File: config.mk
export PLATFORM = sky130hd
export DESIGN_NAME = battle_msg_typer_flat
export DESIGN_NICKNAME = d
export VERILOG_FILES = /design/src/rtl/battle_text_pkg.sv /design/src/rtl/battle_msg_typer_if.sv /design/src/rtl/sync_edge.sv /design/src/rtl/battle_msg_typer.sv /design/src/flat_wrapper.sv
export SDC_FILE = /design/constraint.sdc
export NUM_CORES = 1
export LEC_CHECK = 0
export ABC_AREA = 1
export CORE_AREA = 2 2 85 87
export DETAILED_ROUTE_END_ITERATION = 10
export DIE_AREA = 0 0 87 89
export SLEW_MARGIN = 5
export SYNTH_ARGS = -nofsm -noshare
export SYNTH_HDL_FRONTEND = slang
export SYNTH_SLANG_ARGS = --single-unit
File: constraint.sdc
create_clock -name Clk -period 2.7 [get_ports Clk]
set_input_delay 0.27 -clock Clk [delete_from_list [all_inputs] [get_ports Clk]]
set_output_delay 0.27 -clock Clk [all_outputs]
set_load 0.02 [all_outputs]
File: src/rtl/battle_text_pkg.sv
// Constants and types shared by the battle message sequencer, the text generators and the color mapper.
package battle_text_pkg;

    typedef enum logic [1:0] {IDLE, TYPE, HOLD} state_t;

    localparam int unsigned ENEMY_LEN = 6;
    localparam int unsigned NAME_LEN  = 9;
    localparam int unsigned USED_LEN  = 5;
    localparam int unsigned MOVE_LEN  = 12;
    localparam int unsigned MSG_MAX   = 32;

    localparam int unsigned CNT_W = 6;
    localparam int unsigned SEG_W = 4;

    // Clamp a signed character offset into 0..lim for a segment's visible count.
    function automatic logic [SEG_W-1:0] seg_clamp(input logic signed [6:0] v,
                                                   input logic signed [6:0] lim);
        if (v < 7'sd0)
            return '0;
        else if (v > lim)
            return SEG_W'(lim);
        else
            return SEG_W'(v);
    endfunction

endpackage

File: src/rtl/battle_msg_typer_if.sv
// Control inputs and status/visibility outputs of the battle message sequencer.
interface battle_msg_typer_if;
    import battle_text_pkg::*;

    logic             frame_clk;
    logic             start;
    logic             skip;
    logic             is_enemy;
    logic [2:0]       poke_id;
    logic [4:0]       move_id;

    logic             busy;
    logic             msg_valid;
    logic             done;
    logic [CNT_W-1:0] reveal_count;
    logic [CNT_W-1:0] msg_len;
    logic             is_enemy_q;
    logic [2:0]       poke_id_q;
    logic [4:0]       move_id_q;
    logic [2:0]       enemy_chars;
    logic [SEG_W-1:0] name_chars;
    logic [2:0]       used_chars;
    logic [SEG_W-1:0] move_chars;

    modport master (
        output frame_clk, start, skip, is_enemy, poke_id, move_id,
        input  busy, msg_valid, done, reveal_count, msg_len,
               is_enemy_q, poke_id_q, move_id_q,
               enemy_chars, name_chars, used_chars, move_chars
    );

    modport slave (
        input  frame_clk, start, skip, is_enemy, poke_id, move_id,
        output busy, msg_valid, done, reveal_count, msg_len,
               is_enemy_q, poke_id_q, move_id_q,
               enemy_chars, name_chars, used_chars, move_chars
    );

endinterface

File: src/rtl/sync_edge.sv
// Two-flop synchronizer followed by a registered one-cycle rising-edge pulse.
module sync_edge (
    input  logic clk,
    input  logic rst,
    input  logic async_in,
    output logic pulse
);

    logic [2:0] sr;

    always_ff @(posedge clk or posedge rst) begin
        if (rst) begin
            sr    <= '0;
            pulse <= 1'b0;
        end else begin
            sr    <= {sr[1:0], async_in};
            pulse <= sr[1] & ~sr[2];
        end
    end

endmodule

File: src/rtl/battle_msg_typer.sv
// Frame-paced reveal of "ENEMY <NAME> USED <MOVE>", then a hold period before signalling done.
module battle_msg_typer
    import battle_text_pkg::*;
#(
    parameter int unsigned FRAMES_PER_CHAR = 2,
    parameter int unsigned HOLD_FRAMES     = 90
) (
    input  logic               Clk,
    input  logic               Reset,
    battle_msg_typer_if.slave  bus
);

    localparam int unsigned FCNT_W = 8;
    localparam logic signed [6:0] ENEMY_S = 7'(ENEMY_LEN);
    localparam logic signed [6:0] NAME_S  = 7'(NAME_LEN);
    localparam logic signed [6:0] USED_S  = 7'(USED_LEN);
    localparam logic signed [6:0] MOVE_S  = 7'(MOVE_LEN);

    state_t            state;
    logic [FCNT_W-1:0] fcnt;
    logic              frame_tick;
    logic              skip_tick;
    logic signed [6:0] rv;
    logic signed [6:0] ev;

    sync_edge u_frame_sync (
        .clk      (Clk),
        .rst      (Reset),
        .async_in (bus.frame_clk),
        .pulse    (frame_tick)
    );

    sync_edge u_skip_sync (
        .clk      (Clk),
        .rst      (Reset),
        .async_in (bus.skip),
        .pulse    (skip_tick)
    );

    // Sequencer; a skip edge coinciding with start in IDLE is dropped because IDLE ignores skip.
    always_ff @(posedge Clk or posedge Reset) begin
        if (Reset) begin
            state            <= IDLE;
            fcnt             <= '0;
            bus.busy         <= 1'b0;
            bus.msg_valid    <= 1'b0;
            bus.done         <= 1'b0;
            bus.reveal_count <= '0;
            bus.msg_len      <= '0;
            bus.is_enemy_q   <= 1'b0;
            bus.poke_id_q    <= '0;
            bus.move_id_q    <= '0;
        end else begin
            bus.done <= 1'b0;
            unique case (state)
                IDLE: begin
                    if (bus.start) begin
                        bus.is_enemy_q   <= bus.is_enemy;
                        bus.poke_id_q    <= bus.poke_id;
                        bus.move_id_q    <= bus.move_id;
                        bus.msg_len      <= bus.is_enemy ? CNT_W'(MSG_MAX)
                                                         : CNT_W'(MSG_MAX - ENEMY_LEN);
                        bus.reveal_count <= '0;
                        fcnt             <= '0;
                        bus.busy         <= 1'b1;
                        bus.msg_valid    <= 1'b1;
                        state            <= TYPE;
                    end
                end
                TYPE: begin
                    if (skip_tick) begin
                        bus.reveal_count <= bus.msg_len;
                        fcnt             <= '0;
                        state            <= HOLD;
                    end else if (frame_tick) begin
                        if (fcnt == FCNT_W'(FRAMES_PER_CHAR - 1)) begin
                            fcnt             <= '0;
                            bus.reveal_count <= CNT_W'(bus.reveal_count + CNT_W'(1));
                            if (CNT_W'(bus.reveal_count + CNT_W'(1)) == bus.msg_len)
                                state <= HOLD;
                        end else begin
                            fcnt <= FCNT_W'(fcnt + FCNT_W'(1));
                        end
                    end
                end
                HOLD: begin
                    if (skip_tick ||
                        (frame_tick && fcnt == FCNT_W'(HOLD_FRAMES - 1))) begin
                        bus.done      <= 1'b1;
                        bus.busy      <= 1'b0;
                        bus.msg_valid <= 1'b0;
                        fcnt          <= '0;
                        state         <= IDLE;
                    end else if (frame_tick) begin
                        fcnt <= FCNT_W'(fcnt + FCNT_W'(1));
                    end
                end
                default: state <= IDLE;
            endcase
        end
    end

    // Per-segment visible counts; signed math so offsets before a segment clamp to zero.
    always_comb begin
        rv              = signed'({1'b0, bus.reveal_count});
        ev              = bus.is_enemy_q ? ENEMY_S : 7'sd0;
        bus.enemy_chars = 3'(seg_clamp(rv, ev));
        bus.name_chars  = seg_clamp(rv - ev, NAME_S);
        bus.used_chars  = 3'(seg_clamp(rv - ev - NAME_S, USED_S));
        bus.move_chars  = seg_clamp(rv - ev - NAME_S - USED_S, MOVE_S);
    end

endmodule

File: src/flat_wrapper.sv
// flat-port wrapper written by rule: the top's interface ports become plain ports
module battle_msg_typer_flat import battle_text_pkg::*;
#(
    parameter int unsigned FRAMES_PER_CHAR = 2,
    parameter int unsigned HOLD_FRAMES     = 90
)
  (Clk, Reset, bus_frame_clk, bus_start, bus_skip, bus_is_enemy, bus_poke_id, bus_move_id, bus_busy, bus_msg_valid, bus_done, bus_reveal_count, bus_msg_len, bus_is_enemy_q, bus_poke_id_q, bus_move_id_q, bus_enemy_chars, bus_name_chars, bus_used_chars, bus_move_chars);
  battle_msg_typer_if bus_i ();
  input  logic Clk;
  input  logic Reset;
  input wire logic [$bits(bus_i.frame_clk)-1:0] bus_frame_clk;
  input wire logic [$bits(bus_i.start)-1:0] bus_start;
  input wire logic [$bits(bus_i.skip)-1:0] bus_skip;
  input wire logic [$bits(bus_i.is_enemy)-1:0] bus_is_enemy;
  input wire logic [$bits(bus_i.poke_id)-1:0] bus_poke_id;
  input wire logic [$bits(bus_i.move_id)-1:0] bus_move_id;
  output wire logic [$bits(bus_i.busy)-1:0] bus_busy;
  output wire logic [$bits(bus_i.msg_valid)-1:0] bus_msg_valid;
  output wire logic [$bits(bus_i.done)-1:0] bus_done;
  output wire logic [$bits(bus_i.reveal_count)-1:0] bus_reveal_count;
  output wire logic [$bits(bus_i.msg_len)-1:0] bus_msg_len;
  output wire logic [$bits(bus_i.is_enemy_q)-1:0] bus_is_enemy_q;
  output wire logic [$bits(bus_i.poke_id_q)-1:0] bus_poke_id_q;
  output wire logic [$bits(bus_i.move_id_q)-1:0] bus_move_id_q;
  output wire logic [$bits(bus_i.enemy_chars)-1:0] bus_enemy_chars;
  output wire logic [$bits(bus_i.name_chars)-1:0] bus_name_chars;
  output wire logic [$bits(bus_i.used_chars)-1:0] bus_used_chars;
  output wire logic [$bits(bus_i.move_chars)-1:0] bus_move_chars;
  assign bus_i.frame_clk = bus_frame_clk;
  assign bus_i.start = bus_start;
  assign bus_i.skip = bus_skip;
  assign bus_i.is_enemy = bus_is_enemy;
  assign bus_i.poke_id = bus_poke_id;
  assign bus_i.move_id = bus_move_id;
  assign bus_busy = bus_i.busy;
  assign bus_msg_valid = bus_i.msg_valid;
  assign bus_done = bus_i.done;
  assign bus_reveal_count = bus_i.reveal_count;
  assign bus_msg_len = bus_i.msg_len;
  assign bus_is_enemy_q = bus_i.is_enemy_q;
  assign bus_poke_id_q = bus_i.poke_id_q;
  assign bus_move_id_q = bus_i.move_id_q;
  assign bus_enemy_chars = bus_i.enemy_chars;
  assign bus_name_chars = bus_i.name_chars;
  assign bus_used_chars = bus_i.used_chars;
  assign bus_move_chars = bus_i.move_chars;
  battle_msg_typer #(.FRAMES_PER_CHAR(FRAMES_PER_CHAR), .HOLD_FRAMES(HOLD_FRAMES)) u_core (.Clk(Clk), .Reset(Reset), .bus(bus_i));
endmodule
# ---- Word level (Yosys, flattened, before mapping)
# Index checks and enable logic that the tools add are counted.
dict set report op_classes {
  n_bitwise 4
  eq_ne 11
  n_lt_le_gt_ge 7
  n_reduce_logical 11
  addsub 5
  muxes 33
}
# operator n
set ops {}
lappend ops {{$mux 8} 6}
lappend ops {{$mux 6} 5}
lappend ops {{$pmux 8 s3} 1}
lappend ops {{$lt 7x1->1 const B} 3}
lappend ops {{$mux 4} 4}
lappend ops {{$gt 7x5->1 const B} 2}
lappend ops {{$mux 2} 6}
lappend ops {{$mux 3} 4}
lappend ops {{$pmux 6 s2} 1}
lappend ops {{$ne 3x2->1 const B} 3}
lappend ops {{$add 8x1->8 const B} 1}
lappend ops {{$eq 8x1->1 const B} 1}
lappend ops {{$eq 8x7->1 const B} 1}
lappend ops {{$reduce_and 4->1} 2}
lappend ops {{$gt 7x4->1 const B} 1}
lappend ops {{$sub 6x3->7} 1}
lappend ops {{$sub 7x4->7 const B} 1}
lappend ops {{$sub 7x5->7 const B} 1}
lappend ops {{$add 6x1->6 const B} 1}
lappend ops {{$eq 6x6->1} 1}
lappend ops {{$gt 6x3->1} 1}
lappend ops {{$pmux 2 s3} 1}
lappend ops {{$reduce_and 5->1} 1}
lappend ops {{$mux 1} 4}
lappend ops {{15 further kinds} 18}
dict set report word_totals {
  input_bits 14
  reg_bits 41
  output_inout_bits 38
  elab_cells 84
}

# ---- Logic depth before layout (Yosys ltp)
# Gate-level depths: netlist (run 1).
dict set report logic_depth {
  ltp_word 7
  ltp_mapped 16
  depth_no_buf 16
}

# ---- By module
# A second synthesis (run 1) with hierarchy kept.
dict set report unflattened {
  cells_unflattened 330
  area_unflattened_um2 2451.1
}
# module instances area_per_inst_um2 seq_area_each_um2 cells_per_inst
set modules_own_cells {}
lappend modules_own_cells {battle_msg_typer 1 2223.4 700.7 316}
lappend modules_own_cells {sync_edge 2 113.9 100.1 7}

# ---- Worst setup path before layout (run 1)
# OpenSTA, ideal clock, no wires.
dict set report synth_path {
  path_type {register -> output}
  startpoint {reg u_core.bus.reveal_count[1]}
  endpoint {out bus_move_chars[0]}
  setup_slack_ns 0.033
  t_arrival_ns 2.397
  required_ns 2.430
  stages_incl_launch_ff 16
  path_buffers 0
  path_cell_list {dfrtp_1 -> inv_1 -> ha_1 -> inv_1 -> fa_1 -> inv_1 -> nand2_1 -> nand3_2 -> clkinv_1 -> nand2_2 -> nand2_4 -> nor2_4 -> nand3_2 -> nand2_2 -> nand2_1 -> nor2_1}
}
dict set report synth_between {
  elab_chain_len 6
  elab_cells_between_ends 7
  cone_classes {add/sub: 3; order compare: 2; mux: 2}
}
# item line
set synth_lines {}
lappend synth_lines {{start, declared} battle_msg_typer_if.sv:34} ;# output busy, msg_valid, done, reveal_count, msg_len,
lappend synth_lines {{start signal, assigned} battle_msg_typer.sv:72} ;# bus.reveal_count <= bus.msg_len;
lappend synth_lines {{start signal, assigned} battle_msg_typer.sv:78} ;# bus.reveal_count <= CNT_W'(bus.reveal_count + CNT_W'(1));
lappend synth_lines {{$sub 6x3->7 *} battle_msg_typer.sv:110} ;# bus.move_chars = seg_clamp(rv - ev - NAME_S - USED_S, MOVE_S);
lappend synth_lines {{$sub 7x5->7 *} battle_msg_typer.sv:110}
lappend synth_lines {{$sub 7x4->7 *} battle_msg_typer.sv:110}
lappend synth_lines {{$gt 7x5->1} battle_text_pkg.sv:20} ;# else if (v > lim)
lappend synth_lines {{$mux 4} battle_text_pkg.sv:20}
lappend synth_lines {{$mux 4 *} battle_text_pkg.sv:18} ;# if (v < 7'sd0)
lappend synth_lines {{end, declared} flat_wrapper.sv:28} ;# output wire logic [$bits(bus_i.move_chars)-1:0] bus_move_chars;
# Mark *: on every way between the ends. The rest lies on a longest branch, timed or not.

# ---- Final worst setup path (run 1)
dict set report layout_path {
  startpoint {reg u_core.bus.reveal_count[1]}
  endpoint {out bus_used_chars[1]}
}
dict set report layout_between {
  elab_chain_len 5
  elab_cells_between_ends 6
  cone_classes {add/sub: 2; order compare: 2; mux: 2}
}
# item line
set layout_lines {}
lappend layout_lines {{$sub 6x3->7 *} battle_msg_typer.sv:109} ;# bus.used_chars = 3'(seg_clamp(rv - ev - NAME_S, USED_S));
lappend layout_lines {{$sub 7x5->7 *} battle_msg_typer.sv:109}
lappend layout_lines {{$gt 7x4->1} battle_text_pkg.sv:20}
lappend layout_lines {{$mux 3} battle_text_pkg.sv:20}
lappend layout_lines {{$mux 3 *} battle_text_pkg.sv:18}
lappend layout_lines {{end, declared} flat_wrapper.sv:27} ;# output wire logic [$bits(bus_i.used_chars)-1:0] bus_used_chars;
# Marks and branches as above.

==> results.md, run 1 <==
* PnR worst setup slack at -117 ps
* Vias at 2,531
* Die H at 89 um
* Final period util at 104%
* Avg Vias per Cell at between 4 and 5
* Largest family of logic cells by synthesized area: simple AND/OR/NAND/NOR gates
* Status: finished with violations
* RSZ-0062 raised after global routing: yes
* Iteration-0 DRC Markers at 96
* Final setup vio count at 7
* Fin crit period at about 2800 ps
* Final net count at about 480
* Diodes inserted at 0
* Failing checks: negative setup slack
* Most used cell, CP: nand2_4
* CTS clk-pin slew, worst paths at 70 ps
* CTS Root Buffer Type: clkbuf_8
* Die extent in x at between 80 and 90 um
* RR Startpoint: u_core.bus.reveal_count[1]$_DFFE_PP0P_
* H-tree levels at 2
* Gpl congestion at 0.820
* Critical path class: reg2out
* Final Hold Vio Count at 0
* DRT Pass-1 Iters at 4
* Arr. time, crit path at 2550 ps
* Post-synthesis compound-gate area fraction at 7.13%
* DRC at 0
* Setup crit start: u_core.bus.reveal_count[1]$_DFFE_PP0P_
* Register area at roughly 900 um2
* Share of cells above drive strength 1 at roughly 29%
* Worst Hold Class: reg2reg
* Sequential fraction of the synthesis area at about a third
* First-pass GRT wire length at approximately 11 mm
* Crit Path Max Fanout at 4
* Routed WL at approximately 6.6 mm
* Vias in the first global route at roughly 2,500
* I/O pins at 52
* GR Overflow Total at 0
* Area Growth Syn to Fin at 40.3%
* Startpoint Class: flip-flop
* Critical path destination: bus_used_chars[1]
* Port buffer count at just under 50
* Fmax at between 300 and 400 MHz
* Post-CTS Hold Buffers at 0
* CTS tree: built
* Final setup skew at between 10 and 15 ps
* Synth cell types at 39
* Cells along the critical path: inv_1, ha_2, inv_2, fa_2, inv_4, nand2_4, nand3_4, nand2_4, nand2_4, buf_4, nor2_4, nand3_2, nor3_2, buf_4
* Num rows at 30
* Fillcell total at 634
* Required time worst endpoint at approximately 2400 ps
* Syn Inst Count at 358
* Antenna-violating nets left at 0
* TritonCTS Buffers at 5
* Detail Placement HPWL at between 4 and 5 mm
* Area post-placement at around 3400 um2
* R2r setup slk at about 700 ps
* Largest net degree at the start of global routing at 37
* CTS Sinks at 36
* Ys Warns at 0
* Fin area at 3690 um2
* Synth Area in Adders at 7.42%
* CTS max path bufs at 2
* Worst-Skew Late Latency at ~290 ps
* Multi-input logic area at approximately 1600 um2
* CP max-delay cell: fa_2
* Initial Util at 39.2%
* Crit path capture type: output port
* Crit-path max cell delay at 570 ps
* Initial antenna violation count at 0
* Gr usage total at 17.3%
* FF+latch count, synth at 36
* Post-synthesis xor/xnor area fraction at 1.33%
* Die ar. at 7740 um2
* Synth Area in Simple Gates at 39.3%
* Pre-CTS setup slack at -344 ps
* Reg2reg path depth at 13
* Max Cap Violations at 0
* Fin. max-slew vios at 0
* Reg-to-Reg End: u_core.bus.reveal_count[1]$_DFFE_PP0P_
* Wire per inst at ~12 um
* Core area at ~6700 um2
* Post-synthesis mux area share at 0%
* Mapped Avg Cell Area at roughly 7.3 um2
* Cell area after synthesis at ~2600 um2
[synth_stat cells (all sizes together)]
master / count / area (um2)
o21ai: 10 / 50.0
or2: 1 / 6.26
nand3b: 1 / 7.51
nand3: 41 / 233
o21bai: 1 / 7.51
dfrtp: 36 / 901
nor2: 32 / 159
nand4: 7 / 50.1
buf: 10 / 77.6
nor3: 6 / 35.0
a21oi: 8 / 40.0
clkinv: 2 / 7.51
conb: 1 / 3.75
clkbuf: 1 / 3.75
a31oi: 2 / 12.5
xor2: 3 / 26.3
o22ai: 6 / 37.5
and2: 1 / 6.26
ha: 14 / 175
nand2: 120 / 538
o211ai: 3 / 22.5
xnor2: 1 / 8.76
a41oi: 2 / 17.5
inv: 48 / 185
fa: 1 / 20.0
[through the flow]
step                cells  TNS [ps]  hold WS, ps  utilization [%]
floorplan             359         0          301                -
global placement      506     -1850          334             50.0
detailed placement    506     -2560          335             50.0
CTS                   530      -584          352             54.5
global route          533     -1700          362             55.0
finish                533      -579          351             55.0
[critical path, delay by kind of cell, from the launching register on]
family	cells	cell delay, ps
and+or+nand+nor	7	660
buffers and inverters	5	490
adders and majority gates	2	740
DFF	1	380
[what timing repair did]
action | CTS | global route
endpoints found under the hold margin | 0 | 0
endpoints found under the setup margin | 14 | 14
setup buffers | 16 | 4
pin swaps | 26 | 16
gates resized for setup | 100 | 10
[registers in the layout (all words and copies together) (netlist names)]
register,count
u_core.u_skip_sync.sr,3
u_core.fcnt,8
u_core.bus.poke_id_q,3
u_core.bus.reveal_count,6
u_core.u_skip_sync.pulse,1
u_core.bus.done,1
u_core.u_frame_sync.pulse,1
u_core.u_frame_sync.sr,3
u_core.bus.busy,1
u_core.bus.msg_len,2
u_core.bus.move_id_q,5
u_core.state,2
[kinds of logic (layout without fill, tap and decap cells)]
logic type | after synthesis | after routing
other | 1 | 2
adders and majority gates | 15 | 15
DFF | 36 | 36
AOI/OAI and AO/OA | 32 | 32
buffers and inverters | 61 | 155
xor gates and xnor gates | 4 | 4
and+or+nand+nor | 209 | 209
[layout make-up]
cell class | instances | area share [%]
multi-input combinational | 262 | 42.9
sequential | 36 | 24.4
timing repair buffer | 97 | 22.1
inverter | 50 | 5.35
tap | 80 | 2.71
clock buffer | 7 | 2.34
clock inverter | 1 | 0.203
[per-layer routing]
layer  global-route usage (%)  share of wire, %  vias to the layer above
li1                         -                 -                     1326
met1                     22.4                48                     1149
met2                     29.9                47                       48
met3                     3.14               3.8                        8
met4                     4.83               1.3                        0
met5                        0                 0                        -
[worst min-delay path by stage]
| stage | start | endpoint | cells past startpoint | slack, ps |
|---|---|---|---|---|
| after floorplan | bus_frame_clk | u_core.u_frame_sync.sr[0]$_DFF_PP0_ | 0 | 300 |
| after global placement | u_core.u_skip_sync.sr[0]$_DFF_PP0_ | u_core.u_skip_sync.sr[1]$_DFF_PP0_ | 0 | 330 |
| after detailed placement | u_core.u_skip_sync.sr[0]$_DFF_PP0_ | u_core.u_skip_sync.sr[1]$_DFF_PP0_ | 0 | 330 |
| after CTS | u_core.u_skip_sync.sr[0]$_DFF_PP0_ | u_core.u_skip_sync.sr[1]$_DFF_PP0_ | 0 | 350 |
| after global routing | u_core.u_frame_sync.sr[0]$_DFF_PP0_ | u_core.u_frame_sync.sr[1]$_DFF_PP0_ | 0 | 360 |
| final | u_core.u_skip_sync.sr[0]$_DFF_PP0_ | u_core.u_skip_sync.sr[1]$_DFF_PP0_ | 0 | 350 |
[layout by cell type (no fill, tap or decap), types with 13 or more instances in the layout]
cell / instances
nand2_2: 19
buf_4: 50
dfrtp_1: 36
nand3_1: 32
clkdlybuf4s50_1: 35
nand2_4: 13
nor2_1: 25
ha_1: 13
nand2_1: 88
inv_1: 40
Power of run 1 is not shown: default switching activity piles up to over one toggle a cycle in this logic, so the estimate is an artifact.
==> inputs of run 2 (changes only) <==
--- a/config.mk
+++ b/config.mk
@@ -9,7 +9,6 @@
 export CORE_AREA = 2 2 85 87
 export DETAILED_ROUTE_END_ITERATION = 10
 export DIE_AREA = 0 0 87 89
-export SLEW_MARGIN = 5
 export SYNTH_ARGS = -nofsm -noshare
 export SYNTH_HDL_FRONTEND = slang
 export SYNTH_SLANG_ARGS = --single-unit
==> results of run 2 <==
The final DEF is identical to that of run 1; final timing and power are the same.
Power of run 2 is left out for the same reason.
==> inputs of run 3 (changes only) <==
--- a/config.mk
+++ b/config.mk
@@ -9,6 +9,8 @@
 export CORE_AREA = 2 2 85 87
 export DETAILED_ROUTE_END_ITERATION = 10
 export DIE_AREA = 0 0 87 89
+export HOLD_SLACK_MARGIN = 0.12
+export SLEW_MARGIN = 20
 export SYNTH_ARGS = -nofsm -noshare
 export SYNTH_HDL_FRONTEND = slang
 export SYNTH_SLANG_ARGS = --single-unit
==> results of run 3 <==
The final DEF is identical to that of run 1; final timing and power are the same.
Power of run 3 is left out for the same reason.
